$ cat src/rtl/stream_mux_rr_pkg.sv
`default_nettype none
// ============================================================================
// Module      : stream_mux_pkg
// Description : Shared constants, FSM state type and round-robin helper for
//               the stream_mux_rr packet multiplexer.
// Revision    : 1.0 - initial release
// ============================================================================
package stream_mux_pkg;

    localparam int MODE_RR    = 0;
    localparam int MODE_FIXED = 1;

    typedef enum logic [0:0] {
        ARB  = 1'b0,
        LOCK = 1'b1
    } state_t;

    // Search distance of channel idx, counted upward from slot ptr+1 (0 = first choice).
    function automatic int rr_distance(input int idx, input int ptr, input int n);
        int d;
        d = idx - ptr - 1;
        if (d < 0) begin
            d = d + n;
        end
        return d;
    endfunction

endpackage
`default_nettype wire

$ cat src/rtl/stream_mux_rr_if.sv
`default_nettype none
// ============================================================================
// Module      : stream_mux_rr_if
// Description : Producer/consumer handshake bundle of the packet multiplexer.
//               slave = multiplexer side, master = surrounding environment.
// Revision    : 1.0 - initial release
// ============================================================================
interface stream_mux_rr_if #(
    parameter int N_CH  = 4,
    parameter int WIDTH = 8
);
    localparam int SELW = $clog2(N_CH);

    logic [N_CH*WIDTH-1:0] in_data;
    logic [N_CH-1:0]       in_valid;
    logic [N_CH-1:0]       in_last;
    logic [N_CH-1:0]       in_ready;
    logic [SELW-1:0]       sel;
    logic [WIDTH-1:0]      out_data;
    logic                  out_valid;
    logic                  out_last;
    logic                  out_ready;
    logic [SELW-1:0]       grant_idx;
    logic                  busy;

    modport slave (
        input  in_data, in_valid, in_last, sel, out_ready,
        output in_ready, out_data, out_valid, out_last, grant_idx, busy
    );

    modport master (
        output in_data, in_valid, in_last, sel, out_ready,
        input  in_ready, out_data, out_valid, out_last, grant_idx, busy
    );

endinterface
`default_nettype wire

$ cat src/rtl/stream_mux_rr_arbiter.sv
`default_nettype none
// ============================================================================
// Module      : rr_arbiter
// Description : Combinational N-way round-robin search starting at ptr+1.
// Revision    : 1.0 - initial release
// ============================================================================
module rr_arbiter
    import stream_mux_pkg::*;
#(
    parameter int N_CH = 4
) (
    input  logic [N_CH-1:0]         i_req,
    input  logic [$clog2(N_CH)-1:0] i_ptr,
    output logic                    o_found,
    output logic [$clog2(N_CH)-1:0] o_idx
);

    localparam int IDXW = $clog2(N_CH);

    int w_dist;
    int w_best;

    // Requester with the smallest wrapped distance from ptr+1 wins.
    always_comb begin
        o_found = 1'b0;
        o_idx   = '0;
        w_best  = N_CH;
        w_dist  = 0;
        for (int i = 0; i < N_CH; i++) begin
            w_dist = rr_distance(i, int'(i_ptr), N_CH);
            if (i_req[i] && (w_dist < w_best)) begin
                w_best  = w_dist;
                o_idx   = IDXW'(i);
                o_found = 1'b1;
            end
        end
    end

endmodule
`default_nettype wire

$ cat src/rtl/stream_mux_rr.sv
`default_nettype none
// ============================================================================
// Module      : stream_mux_rr
// Description : N-channel packet multiplexer with round-robin or fixed-select
//               arbitration, packet locking on last and a registered output.
// Revision    : 1.0 - initial release
// ============================================================================
module stream_mux_rr
    import stream_mux_pkg::*;
#(
    parameter int N_CH  = 4,
    parameter int WIDTH = 8,
    parameter int MODE  = MODE_RR
) (
    input  logic            clk,
    input  logic            rst,
    stream_mux_rr_if.slave  bus
);

    localparam int SELW = $clog2(N_CH);

    state_t            r_state;
    state_t            w_state_nxt;
    logic [SELW-1:0]   r_grant;
    logic [SELW-1:0]   r_ptr;
    logic [WIDTH-1:0]  r_out_data;
    logic              r_out_valid;
    logic              r_out_last;

    logic              w_rr_found;
    logic [SELW-1:0]   w_rr_idx;
    logic              w_fix_found;
    logic [SELW-1:0]   w_fix_idx;
    logic              w_cand_found;
    logic [SELW-1:0]   w_cand_idx;

    logic [WIDTH-1:0]  w_grant_data;
    logic              w_grant_valid;
    logic              w_grant_last;
    logic              w_slot_free;
    logic              w_take;
    logic              w_take_last;
    logic [N_CH-1:0]   w_in_ready;

    rr_arbiter #(
        .N_CH   (N_CH)
    ) u_arb (
        .i_req   (bus.in_valid),
        .i_ptr   (r_ptr),
        .o_found (w_rr_found),
        .o_idx   (w_rr_idx)
    );

    // An out-of-range sel matches no channel and therefore never grants.
    always_comb begin
        w_fix_found = 1'b0;
        w_fix_idx   = bus.sel;
        for (int i = 0; i < N_CH; i++) begin
            if (int'(bus.sel) == i) begin
                w_fix_found = bus.in_valid[i];
            end
        end
    end

    always_comb begin
        if (MODE == MODE_FIXED) begin
            w_cand_found = w_fix_found;
            w_cand_idx   = w_fix_idx;
        end else begin
            w_cand_found = w_rr_found;
            w_cand_idx   = w_rr_idx;
        end
    end

    always_comb begin
        w_grant_data  = '0;
        w_grant_valid = 1'b0;
        w_grant_last  = 1'b0;
        for (int i = 0; i < N_CH; i++) begin
            if (int'(r_grant) == i) begin
                w_grant_data  = bus.in_data[i*WIDTH +: WIDTH];
                w_grant_valid = bus.in_valid[i];
                w_grant_last  = bus.in_last[i];
            end
        end
    end

    // Next state and handshake; the output slot frees up when it is empty or draining.
    always_comb begin
        w_state_nxt = r_state;
        w_in_ready  = '0;
        w_slot_free = !r_out_valid || bus.out_ready;
        w_take      = 1'b0;
        w_take_last = 1'b0;
        case (r_state)
            ARB: begin
                if (w_cand_found) begin
                    w_state_nxt = LOCK;
                end
            end
            LOCK: begin
                for (int i = 0; i < N_CH; i++) begin
                    if (int'(r_grant) == i) begin
                        w_in_ready[i] = w_slot_free;
                    end
                end
                w_take      = w_grant_valid && w_slot_free;
                w_take_last = w_take && w_grant_last;
                if (w_take_last) begin
                    w_state_nxt = ARB;
                end
            end
            default: begin
                w_state_nxt = ARB;
            end
        endcase
    end

    always_ff @(posedge clk or posedge rst) begin
        if (rst) begin
            r_state <= ARB;
        end else begin
            r_state <= w_state_nxt;
        end
    end

    // ptr starts at the top channel so that channel 0 is searched first.
    always_ff @(posedge clk or posedge rst) begin
        if (rst) begin
            r_grant     <= '0;
            r_ptr       <= SELW'(N_CH - 1);
            r_out_data  <= '0;
            r_out_valid <= 1'b0;
            r_out_last  <= 1'b0;
        end else begin
            if ((r_state == ARB) && w_cand_found) begin
                r_grant <= w_cand_idx;
            end
            if (w_take_last && (MODE == MODE_RR)) begin
                r_ptr <= r_grant;
            end
            if (w_take) begin
                r_out_data  <= w_grant_data;
                r_out_last  <= w_grant_last;
                r_out_valid <= 1'b1;
            end else if (bus.out_ready) begin
                r_out_valid <= 1'b0;
            end
        end
    end

    assign bus.in_ready  = w_in_ready;
    assign bus.out_data  = r_out_data;
    assign bus.out_valid = r_out_valid;
    assign bus.out_last  = r_out_last;
    assign bus.grant_idx = r_grant;
    assign bus.busy      = (r_state == LOCK);

endmodule
`default_nettype wire

$ cat src/flat_wrapper.sv
// flat-port wrapper written by rule: the top's interface ports become plain ports
module stream_mux_rr_flat import stream_mux_pkg::*;
#(
    parameter int N_CH  = 4,
    parameter int WIDTH = 8,
    parameter int MODE  = MODE_RR
)
  (clk, rst, bus_in_data, bus_in_valid, bus_in_last, bus_sel, bus_out_ready, bus_in_ready, bus_out_data, bus_out_valid, bus_out_last, bus_grant_idx, bus_busy);
  stream_mux_rr_if #(.N_CH(N_CH), .WIDTH(WIDTH)) bus_i ();
  input  logic clk;
  input  logic rst;
  input wire logic [$bits(bus_i.in_data)-1:0] bus_in_data;
  input wire logic [$bits(bus_i.in_valid)-1:0] bus_in_valid;
  input wire logic [$bits(bus_i.in_last)-1:0] bus_in_last;
  input wire logic [$bits(bus_i.sel)-1:0] bus_sel;
  input wire logic [$bits(bus_i.out_ready)-1:0] bus_out_ready;
  output wire logic [$bits(bus_i.in_ready)-1:0] bus_in_ready;
  output wire logic [$bits(bus_i.out_data)-1:0] bus_out_data;
  output wire logic [$bits(bus_i.out_valid)-1:0] bus_out_valid;
  output wire logic [$bits(bus_i.out_last)-1:0] bus_out_last;
  output wire logic [$bits(bus_i.grant_idx)-1:0] bus_grant_idx;
  output wire logic [$bits(bus_i.busy)-1:0] bus_busy;
  assign bus_i.in_data = bus_in_data;
  assign bus_i.in_valid = bus_in_valid;
  assign bus_i.in_last = bus_in_last;
  assign bus_i.sel = bus_sel;
  assign bus_i.out_ready = bus_out_ready;
  assign bus_in_ready = bus_i.in_ready;
  assign bus_out_data = bus_i.out_data;
  assign bus_out_valid = bus_i.out_valid;
  assign bus_out_last = bus_i.out_last;
  assign bus_grant_idx = bus_i.grant_idx;
  assign bus_busy = bus_i.busy;
  stream_mux_rr #(.N_CH(N_CH), .WIDTH(WIDTH), .MODE(MODE)) u_core (.clk(clk), .rst(rst), .bus(bus_i));
endmodule
$ cat config.mk
export PLATFORM = sky130hd
export DESIGN_NAME = stream_mux_rr_flat
export DESIGN_NICKNAME = d
export VERILOG_FILES = /design/src/rtl/stream_mux_rr_pkg.sv /design/src/rtl/stream_mux_rr_if.sv /design/src/rtl/stream_mux_rr_arbiter.sv /design/src/rtl/stream_mux_rr.sv /design/src/flat_wrapper.sv
export SDC_FILE = /design/constraint.sdc
export NUM_CORES = 1
export LEC_CHECK = 0
export CELL_PAD_IN_SITES_DETAIL_PLACEMENT = 1
export CELL_PAD_IN_SITES_GLOBAL_PLACEMENT = 2
export CORE_ASPECT_RATIO = 0.7
export CORE_MARGIN = 8
export CORE_UTILIZATION = 24
export DETAILED_ROUTE_END_ITERATION = 16
export PLACE_DENSITY_LB_ADDON = 0.1
export SETUP_SLACK_MARGIN = 0.02
export SYNTH_ARGS = -nofsm -noshare
export SYNTH_HDL_FRONTEND = slang
export SYNTH_HIERARCHICAL = 1
export SYNTH_SLANG_ARGS = --single-unit
$ cat constraint.sdc
create_clock -name clk -period 3.89 [get_ports clk]
set_clock_uncertainty 0.1 [all_clocks]
set_input_delay 0.778 -clock clk [delete_from_list [all_inputs] [get_ports clk]]
set_output_delay 0.778 -clock clk [all_outputs]
set_load 0.01 [all_outputs]
Yosys cells after proc, flatten, opt, wreduce, memory -nomap -nowiden --
Index checks and enable logic that the tools add are counted.
Word-level totals: register bits after elaboration 15
Operators by class: add/subtract/negate cells 12, $lt $le $gt $ge 8, equal/unequal tests 3, reductions and logical operators 11, bitwise logic cells 1, mux-type cells 38
Operator list (count):
- two-way mux 32 bit | 7
- less-than comparator 32 bit | 3
- adder 32 x 4 -> 32 bit, second input constant | 1
- less-than comparator 32 x 1 -> 1 bit, second input constant | 1
- less-than comparator 32 x 4 -> 1 bit, second input constant | 1
- two-way mux 8 bit | 4
- subtractor 32 x 2 -> 32 bit, second input constant | 1
- two-way mux 1 bit | 23
- adder 4 x 4 -> 5 bit, second input constant | 3
- less-than comparator 4 x 1 -> 1 bit, second input constant | 3
- subtractor 3 x 2 -> 4 bit, second input constant | 3
- logical AND 1 bit | 7
- subtractor 1 x 2 -> 3 bit, first input constant | 2
- subtractor 2 x 2 -> 3 bit, first input constant | 2
- == test 2 bit, second input constant | 2
- two-way mux 2 bit | 2
- two-way mux 4 bit | 1
- == test 2 x 1 -> 1 bit, second input constant | 1
- logical NOT 2 bit | 1
- one-hot mux 1 bit (2 select lines) | 1
- nonzero test 2 bit | 1
- logical NOT 1 bit | 1
- logical OR 1 bit | 1
- inverter 1 bit | 1

Longest topological paths before layout --
Gate-level depths: netlist of the first run.
word-level depth 18, gate-level depth with buffers 17, gate-level depth less buffers 17

Hierarchy --
The synthesis of the first run kept the hierarchy.
Modules (own cells, without submodules):
- stream_mux_rr | instances 1, area each 945.9 um^2, cells each 60
- rr_arbiter | instances 1, area each 325.3 um^2, cells each 43

Least setup slack after synthesis of the first run --
Ideal clock, no wire load.
kind reg2reg, from register u_core.r_ptr[0], to register u_core.r_grant[0] (netlist: u_core/bus.grant_idx[0]), slack 335 ps, arrival time 3330 ps, cell stages (with the launch flop) 16, cells stage by stage dfstp_2 > inv_1 > ha_1 > nand2b_4 > o32a_1 > ha_1 > o211ai_1 > a31oi_1 > o21ai_2 > mux2_2 > ha_1 > a21o_1 > nand2_1 > a22oi_1 > mux2i_1 > mux2_2
RTL lines:
- from (decl) | line stream_mux_rr.sv:25 | logic [SELW-1:0] r_ptr;
- from (signal assigned) | line stream_mux_rr.sv:131 | r_ptr <= SELW'(N_CH - 1);
- from (signal assigned) | line stream_mux_rr.sv:140 | r_ptr <= r_grant;
- subtractor 1 x 2 -> 3 bit | line stream_mux_rr_pkg.sv:21 | d = idx - ptr - 1;
- subtractor 32 x 2 -> 32 bit | line stream_mux_rr_pkg.sv:21
- adder 32 x 4 -> 32 bit or less-than comparator 32 x 1 -> 1 bit (tied branches) | line stream_mux_rr_pkg.sv:23, stream_mux_rr_pkg.sv:22
- two-way mux 32 bit | line stream_mux_rr_pkg.sv:22 | if (d < 0) begin
- less-than comparator 32 x 4 -> 1 bit | line stream_mux_rr_arbiter.sv:31 | if (i_req[i] && (w_dist < w_best)) begin
- logical AND 1 bit | line stream_mux_rr_arbiter.sv:31
- two-way mux 32 bit | line stream_mux_rr_arbiter.sv:31
- less-than comparator 32 bit | line stream_mux_rr_arbiter.sv:31
- logical AND 1 bit | line stream_mux_rr_arbiter.sv:31
- two-way mux 32 bit | line stream_mux_rr_arbiter.sv:31
- less-than comparator 32 bit | line stream_mux_rr_arbiter.sv:31
- logical AND 1 bit | line stream_mux_rr_arbiter.sv:31
- two-way mux 32 bit | line stream_mux_rr_arbiter.sv:31
- less-than comparator 32 bit | line stream_mux_rr_arbiter.sv:31
- logical AND 1 bit | line stream_mux_rr_arbiter.sv:31
- two-way mux 2 bit (*) | line stream_mux_rr_arbiter.sv:31
- via u_core.w_cand_idx[0] | line stream_mux_rr.sv:35 | logic [SELW-1:0] w_cand_idx;
- to (signal assigned) | line stream_mux_rr.sv:137 | r_grant <= w_cand_idx;
- to (decl) | line stream_mux_rr.sv:24 | logic [SELW-1:0] r_grant;
The timed path passes the listed nets; every way through them passes the cells marked *. A chain may end at the register's enable or synchronous reset.

Worst setup path in the final report of the first run --
from input port bus_in_valid[1], to register u_core.r_grant[0] (netlist: u_core/bus.grant_idx[0])
RTL lines:
- from (decl) | line flat_wrapper.sv:13 | input wire logic [$bits(bus_i.in_valid)-1:0] bus_in_valid;
- logical AND 1 bit (*) | line stream_mux_rr_arbiter.sv:31
- two-way mux 32 bit | line stream_mux_rr_arbiter.sv:31
- less-than comparator 32 bit | line stream_mux_rr_arbiter.sv:31
- logical AND 1 bit | line stream_mux_rr_arbiter.sv:31
- two-way mux 32 bit | line stream_mux_rr_arbiter.sv:31
- less-than comparator 32 bit | line stream_mux_rr_arbiter.sv:31
- logical AND 1 bit | line stream_mux_rr_arbiter.sv:31
- two-way mux 2 bit (*) | line stream_mux_rr_arbiter.sv:31
- via u_core.w_cand_idx[0] | line stream_mux_rr.sv:35
Marked as above.

==> run_results.csv, run 1 <==
group,metric,value,unit
status,status,"finished, final reports clean",
power_and_ir_drop,p_leak,0.0008802,µW
final_layout,finish.instance_area,2024,µm²
setup_path,reg2reg_to,"u_core/bus.grant_idx[0]",
sta,rsz0062_at_grt,"false",
placement,placed_cell_area,1963,µm²
grt,grt_max_degree,17,
placement,portBuffers,59,
detailed_routing,dr.pass1.iters,3,
floorplan,die_area,7919,µm²
sta,setup_viol,0,
floorplan,initial_utilization,24.56,%
floorplan,coreArea,5175,µm²
synthesis,synth_top_area_share,25.59,%
placement,dp_hpwl,3290,µm
detailed_routing,wl_per_cell,16.47,µm
setup_path,max_stage_delay,0.45,ns
final_layout,layout_commonest_cell,"clkdlybuf4s50_1",
cts,cts_hold_buf,0,
grt,met2_usage,17.03,%
setup_path,r2r_start,"u_core/r_ptr[0]",
cts,cts_buffers,3,
setup_path,cp_max_fo,3,
sta,slew_viol_final,0,
final_layout,fin_cells,242,
synthesis,synth_cell_types,41,
floorplan,die_w,103.0,µm
cts,htree_levels,1,
grt,grt_pass1_wl,6665,µm
setup_path,reg2reg_slack,0.24,ns
setup_path,critPathArrivalTime,3.71,ns
power_and_ir_drop,powerDensity,796.7,nW/µm²
hold_path,hp-start,"u_core/bus.out_last",
setup_path,cp_cell_sequence,"clkdlybuf4s50_1, o32a_1, ha_1, o211ai_1, a31oi_1, o21ai_2, mux2_2, ha_1, a21o_1, nand2_1, a22oi_1, mux2i_1, mux2_2",
final_layout,final_cell_mix,"clkdlybuf4s50_1, dfrtp_1, mux4_1",
detailed_routing,drtIter0Drc,12,
grt,track_usage,10.76,%
cts,cts_tree,"built",
floorplan,dieHeight,76.89,µm
final_layout,drive_above_1_share,18.82,%
sta,hold_viol,0,
hold_path,whs_path_depth,1,
synthesis,synth-seq-cells,15,
sta,finalCriticalPeriod,3.677,ns
synthesis,synth_cells,103,
cts,path_clk_slew,0.07,ns
synthesis,synth_seq_area_share,29.72,%
sta,relSlewSlack,50.79,%
run,maxCapViolCount,0,
synthesis,yosysWarningCount,6,
cts,numClockSinks,15,
sta,fmax,0.2720,GHz
floorplan,rows,22,
setup_path,critPathRequiredTime,3.92,ns
floorplan,ios,62,
cts,clock_latency,0.25,ns
grt,grt_pass1_vias,1323,
synthesis,avgSynthCellArea,12.34,µm²
setup_path,cp-end-kind,"register",
sta,tightestPinTransition,0.7381,ns
synthesis,synth.area.top_cells,"dfrtp_1, mux4_1, mux2_4, ha_1, mux2_2",
detailed_routing,wirelength,3986,µm
setup_path,crit_buf_inv,1,
setup_path,startpoint_type,"primary input",
grt,gr-usage-met1,13.58,%
synthesis,synth_area_leader_cell,"dfrtp_1",
detailed_routing,dr_total_vias,1082,
setup_path,critPathTopFamily,"compound AO/OA/AOI/OAI gates",
final_layout,num_antenna_cells,0,
grt,antenna_found_initial,0,
setup_path,crit_path_top_delay_cell,"clkdlybuf4s50_1",
synthesis,synth_area,1271,µm²
cts,cts_root_buffer,"clkbuf_8",
final_layout,area_delta_synth_final,59.25,%
detailed_routing,drc,0,
setup_path,rr_worst_depth,15,
sta,finalCritPeriodShare,94.52,%
detailed_routing,viasPerCell,4.471,
detailed_routing,drtAntennaViolNets,0,
cts,clockBufferDepth,2,
hold_path,whs_endpoint,"u_core/bus.out_last",
placement,gp_congestion,0.7543,
setup_path,path_class,"in -> reg",
grt,busiest_layer,"met2",
grt,overflow,0,
final_layout,nets,224,
power_and_ir_drop,irDropWorstVdd,0.0002891,V
sta,worst_hold_slack,0.3880,ns
cts,postCtsSetupBuffers,0,
grt,grtUsageMet3,4.418,%
sta,tns,0,ns
placement,place_inst,238,
hold_path,hp-class,"reg -> reg",
what timing repair did:
item                                    in CTS  in global routing
resized for setup                            0                  4
endpoints found under the setup margin       0                  1
hold endpoints to repair                     0                  0
cell type report:
cell class              instances  area, µm²
repair buffers                 67      653.1
fillers                       594       3151
well taps                      72      90.09
multi-input cells              76      827.0
inverters                       8      30.03
clock buffers                   3      41.29
clock inverters                 1      5.005
flip-flops and latches         15      377.9
worst register-to-register path, stage by stage (launching register included):
cell and delay, ns:
dfstp_2 0.57, inv_1 0.08, ha_4 0.33, nand2b_4 0.07, o32a_1 0.32, ha_1 0.29, o211ai_1 0.16, a31oi_1 0.07
o21ai_2 0.16, mux2_2 0.36, ha_1 0.31, a21o_1 0.15, nand2_1 0.06, a22oi_1 0.18, mux2i_1 0.09, mux2_2 0.27
power breakdown:
group / switching, µW / internal, µW
sequential: 91.4 / 246
clock: 55.6 / 70.9
combinational: 484 / 665
layer usage:
metal  part of all wire [%]  vias to the layer above
met5                      0                        -
met4                    1.1                        0
met3                    5.2                        4
met2                     46                       27
met1                     48                      528
li1                       -                      523
Yosys cell counts (all sizes together):
master and number:
or3 1, a21bo 1, o311ai 1, or2 1
o21ai 4, nor3 2, a211o 1, o211ai 1
nand2 7, o21bai 1, ha 8, mux2 12
o2bb2ai 1, inv 8, mux4 10, xor2 2
conb 1, mux2i 2, o21a 1, nand4 2
a21o 1, nor2b 1, or2b 1, clkbuf 3
nand2b 1, nor2 5, a22oi 1, a31oi 1
dfstp 2, o32a 1, dfrtp 13, nand3b 1
nand3 2, a21oi 1, buf 2
metrics by stage:
stage               utilization, %  setup WS (ns)  power, µW
floorplan                        -         0.3349       1091
global placement             37.94        -0.1524       1460
detailed placement           37.94        -0.1951       1483
CTS                          38.83        0.05719       1622
global route                 39.12        0.04218       1768
finish                       39.12         0.2134       1613
cell families after synthesis:
family / share of synthesized area (%)
compound gates: 9.352
xor+xnor: 1.378
fa+ha+maj: 7.874
buf+inv: 6.496
flops: 29.72
mux: 34.65
other cells: 0.2950
simple gates: 10.24
how the worst max path moves through the flow:
stage,start,end,slack [ns],cells after the start
finish,bus_in_valid[1],u_core/bus.grant_idx[0],0.21,13
global route,u_core/r_ptr[0],u_core/bus.grant_idx[0],0.04,16
CTS,bus_in_valid[0],u_core/bus.grant_idx[0],0.06,14
detailed placement,bus_in_valid[0],u_core/bus.grant_idx[0],-0.20,14
global placement,bus_in_valid[0],u_core/bus.grant_idx[0],-0.15,14
floorplan,u_core/r_ptr[0],u_core/bus.grant_idx[0],0.33,15
flip-flops by register name, indices dropped and copies added (netlist names):
register,count
u_core/bus.busy,1
u_core/bus.grant_idx,2
u_core/bus.out_data,8
u_core/bus.out_last,1
u_core/bus.out_valid,1
u_core/r_ptr,2
Power figures use the tool's default switching activity.
==> run 2: changes to the inputs <==
--- a/config.mk
+++ b/config.mk
@@ -8,7 +8,7 @@
 export CELL_PAD_IN_SITES_DETAIL_PLACEMENT = 1
 export CELL_PAD_IN_SITES_GLOBAL_PLACEMENT = 2
 export CORE_ASPECT_RATIO = 0.7
-export CORE_MARGIN = 8
+export CORE_MARGIN = 4
 export CORE_UTILIZATION = 24
 export DETAILED_ROUTE_END_ITERATION = 16
 export PLACE_DENSITY_LB_ADDON = 0.1
==> run 2 against run 1 <==
- register-to-register slack worse by 0.08 ns
- critical path type unchanged
- largest power group unchanged
- die area down 17%
- total power up 7.9%
- sequential cell count unchanged
- sequential power up 6.5%
- via count up 1.6%
- wire length down 1.0%
- clock power up 6%
- global-route usage up 0.82 points
==> run_results.csv, run 2 (synthesis gave the netlist of run 1 again) <==
group,metric,value,unit
status,status,"finished, final reports clean",
floorplan,dieHeight,68.89,µm
power_and_ir_drop,fin_total_pwr,1740,µW
setup_path,reg2reg_to,"u_core/bus.grant_idx[0]",
sta,slew_viol_final,0,
detailed_routing,wl_per_cell,16.37,µm
sta,tightestPinTransition,0.7588,ns
floorplan,die_w,94.99,µm
final_layout,regArea,377.9,µm²
final_layout,nets,226,
cts,cts_hold_buf,0,
placement,gp_congestion,0.6782,
sta,setup_viol,0,
cts,path_clk_slew,0.07,ns
detailed_routing,wirelength,3946,µm
final_layout,area_delta_synth_final,62.01,%
sta,hold_viol,0,
final_layout,fin_cells,241,
grt,antenna_found_initial,0,
cts,clock_latency,0.25,ns
final_layout,multiInputGateArea,855.8,µm²
placement,place_inst,233,
detailed_routing,viasPerCell,4.560,
setup_path,cp_max_fo,4,
detailed_routing,drtIter0Drc,30,
placement,dp_hpwl,2969,µm
power_and_ir_drop,powerDensity,845.0,nW/µm²
final_layout,drive_above_1_share,20.93,%
final_layout,fillCellCount,563,
hold_path,whs_path_depth,1,
grt,grt_pass1_wl,5692,µm
cts,cts_tree,"built",
power_and_ir_drop,irDropWorstVdd,0.0003205,V
setup_path,critPathRequiredTime,3.93,ns
final_layout,layout_commonest_cell,"clkdlybuf4s50_1",
cts,htree_levels,1,
final_layout,num_antenna_cells,0,
setup_path,r2r_start,"u_core/r_ptr[0]",
final_layout,finish.instance_area,2059,µm²
cts,cts_root_buffer,"clkbuf_8",
final_layout,largest_reg_flops,8,
floorplan,rows,21,
power_and_ir_drop,p_leak,0.0008840,µW
run,maxCapViolCount,0,
floorplan,die_area,6544,µm²
grt,grt_max_degree,17,
sta,fmax,0.2682,GHz
setup_path,cp-end-kind,"register",
cts,cts_buffers,3,
cts,clockBufferDepth,2,
sta,finalCritPeriodShare,95.85,%
final_layout,final_cell_mix,"clkdlybuf4s50_1, dfrtp_1, buf_4",
sta,finalCriticalPeriod,3.729,ns
grt,track_usage,11.58,%
placement,placed_cell_area,1944,µm²
sta,tns,0,ns
setup_path,reg2reg_slack,0.16,ns
floorplan,initial_utilization,25.73,%
placement,portBuffers,59,
setup_path,critPathArrivalTime,3.77,ns
grt,overflow,0,
detailed_routing,dr_total_vias,1099,
hold_path,hp-class,"reg -> reg",
floorplan,coreArea,4940,µm²
setup_path,path_class,"in -> reg",
grt,grt_pass1_vias,1152,
cts,numClockSinks,15,
hold_path,whs_endpoint,"u_core/bus.out_last",
detailed_routing,dr.pass1.iters,5,
detailed_routing,drc,0,
setup_path,rr_worst_depth,15,
hold_path,hp-start,"u_core/bus.out_last",
sta,relSlewSlack,49.42,%
detailed_routing,drtAntennaViolNets,0,
setup_path,startpoint_type,"primary input",
floorplan,ios,62,
[run 2: cell count changes in the layout (fill, tap and decap cells not counted)]
cell / delta
dlygate4sd2_1: +1
mux2_4: +1
clkinv_2: -1
dlymetal6s2s_1: -1
xor2_2: +1
xor2_1: -1
buf_4: +2
mux2_2: -1
ha_1: -1
ha_4: +1
a22oi_2: +1
clkbuf_1: +1
a22oi_1: -1
[run 2: stage by stage]
stage	util [%]	setup WS, ns	hold WS (ns)
after floorplan	-	0.3349	0.4163
after global placement	39.36	-0.09792	0.3765
after detailed placement	39.36	-0.2424	0.3912
after CTS	40.25	0.04272	0.4072
after global routing	41.69	-0.01963	0.4220
final	41.69	0.1614	0.4003
[run 2: worst max-delay path, cell delays in order]
cell,delay (ns)
clkdlybuf4s50_1,0.47
buf_4,0.18
or2_1,0.25
ha_1,0.28
o211ai_1,0.09
a31oi_1,0.22
o21ai_2,0.11
mux2_4,0.33
ha_4,0.28
a21o_1,0.14
nand2_1,0.08
a22oi_2,0.20
mux2i_1,0.09
mux2_2,0.26
[run 2: worst max path at each step]
stage	to	startpoint	slack, ns
2_1_floorplan	u_core/bus.grant_idx[0]	u_core/r_ptr[0]	0.33
3_3_place_gp	u_core/bus.grant_idx[0]	bus_in_valid[0]	-0.1
3_5_place_dp	u_core/bus.grant_idx[0]	bus_in_valid[0]	-0.24
4_1_cts	u_core/bus.grant_idx[0]	u_core/r_ptr[0]	0.04
5_1_grt	u_core/bus.grant_idx[0]	u_core/r_ptr[0]	-0.02
6_report	u_core/bus.grant_idx[0]	bus_in_valid[1]	0.16
[run 2: report_power, final]
| group | switching (µW) | leakage [µW] | internal (µW) |
|---|---|---|---|
| sequential | 115 | 0.000172 | 245 |
| combinational | 512 | 0.000689 | 735 |
| clock | 60.3 | 0.0000228 | 72.7 |
[run 2: timing repair]
item | in CTS | in global routing
setup buffers | 0 | 4
pin swaps | 0 | 3
gates resized for setup | 1 | 7
endpoints found under the setup margin | 1 | 1
[run 2: routing by layer]
metal / global-route usage, % / up-vias / part of all wire [%]
met1: 15.75 / 532 / 46
li1: - / 531 / -
met4: 2.158 / 0 / 0.35
met5: 0 / - / 0
met2: 18.26 / 34 / 48
met3: 3.688 / 2 / 5.5
[run 2: area by class of cell]
type	count	area share, %
repair buffers	69	32.26
flip-flops and latches	15	18.35
well taps	69	4.192
multi-input cells	76	41.56
inverters	8	1.458
clock buffers	4	2.187
==> run 3: changes to the inputs <==
--- a/config.mk
+++ b/config.mk
@@ -8,7 +8,7 @@
 export CELL_PAD_IN_SITES_DETAIL_PLACEMENT = 1
 export CELL_PAD_IN_SITES_GLOBAL_PLACEMENT = 2
 export CORE_ASPECT_RATIO = 0.7
-export CORE_MARGIN = 4
+export CORE_MARGIN = 8
 export CORE_UTILIZATION = 24
 export DETAILED_ROUTE_END_ITERATION = 16
 export PLACE_DENSITY_LB_ADDON = 0.1
==> results of run 3 <==
Same layout as run 1: the final DEF is identical, and so are final timing and power.
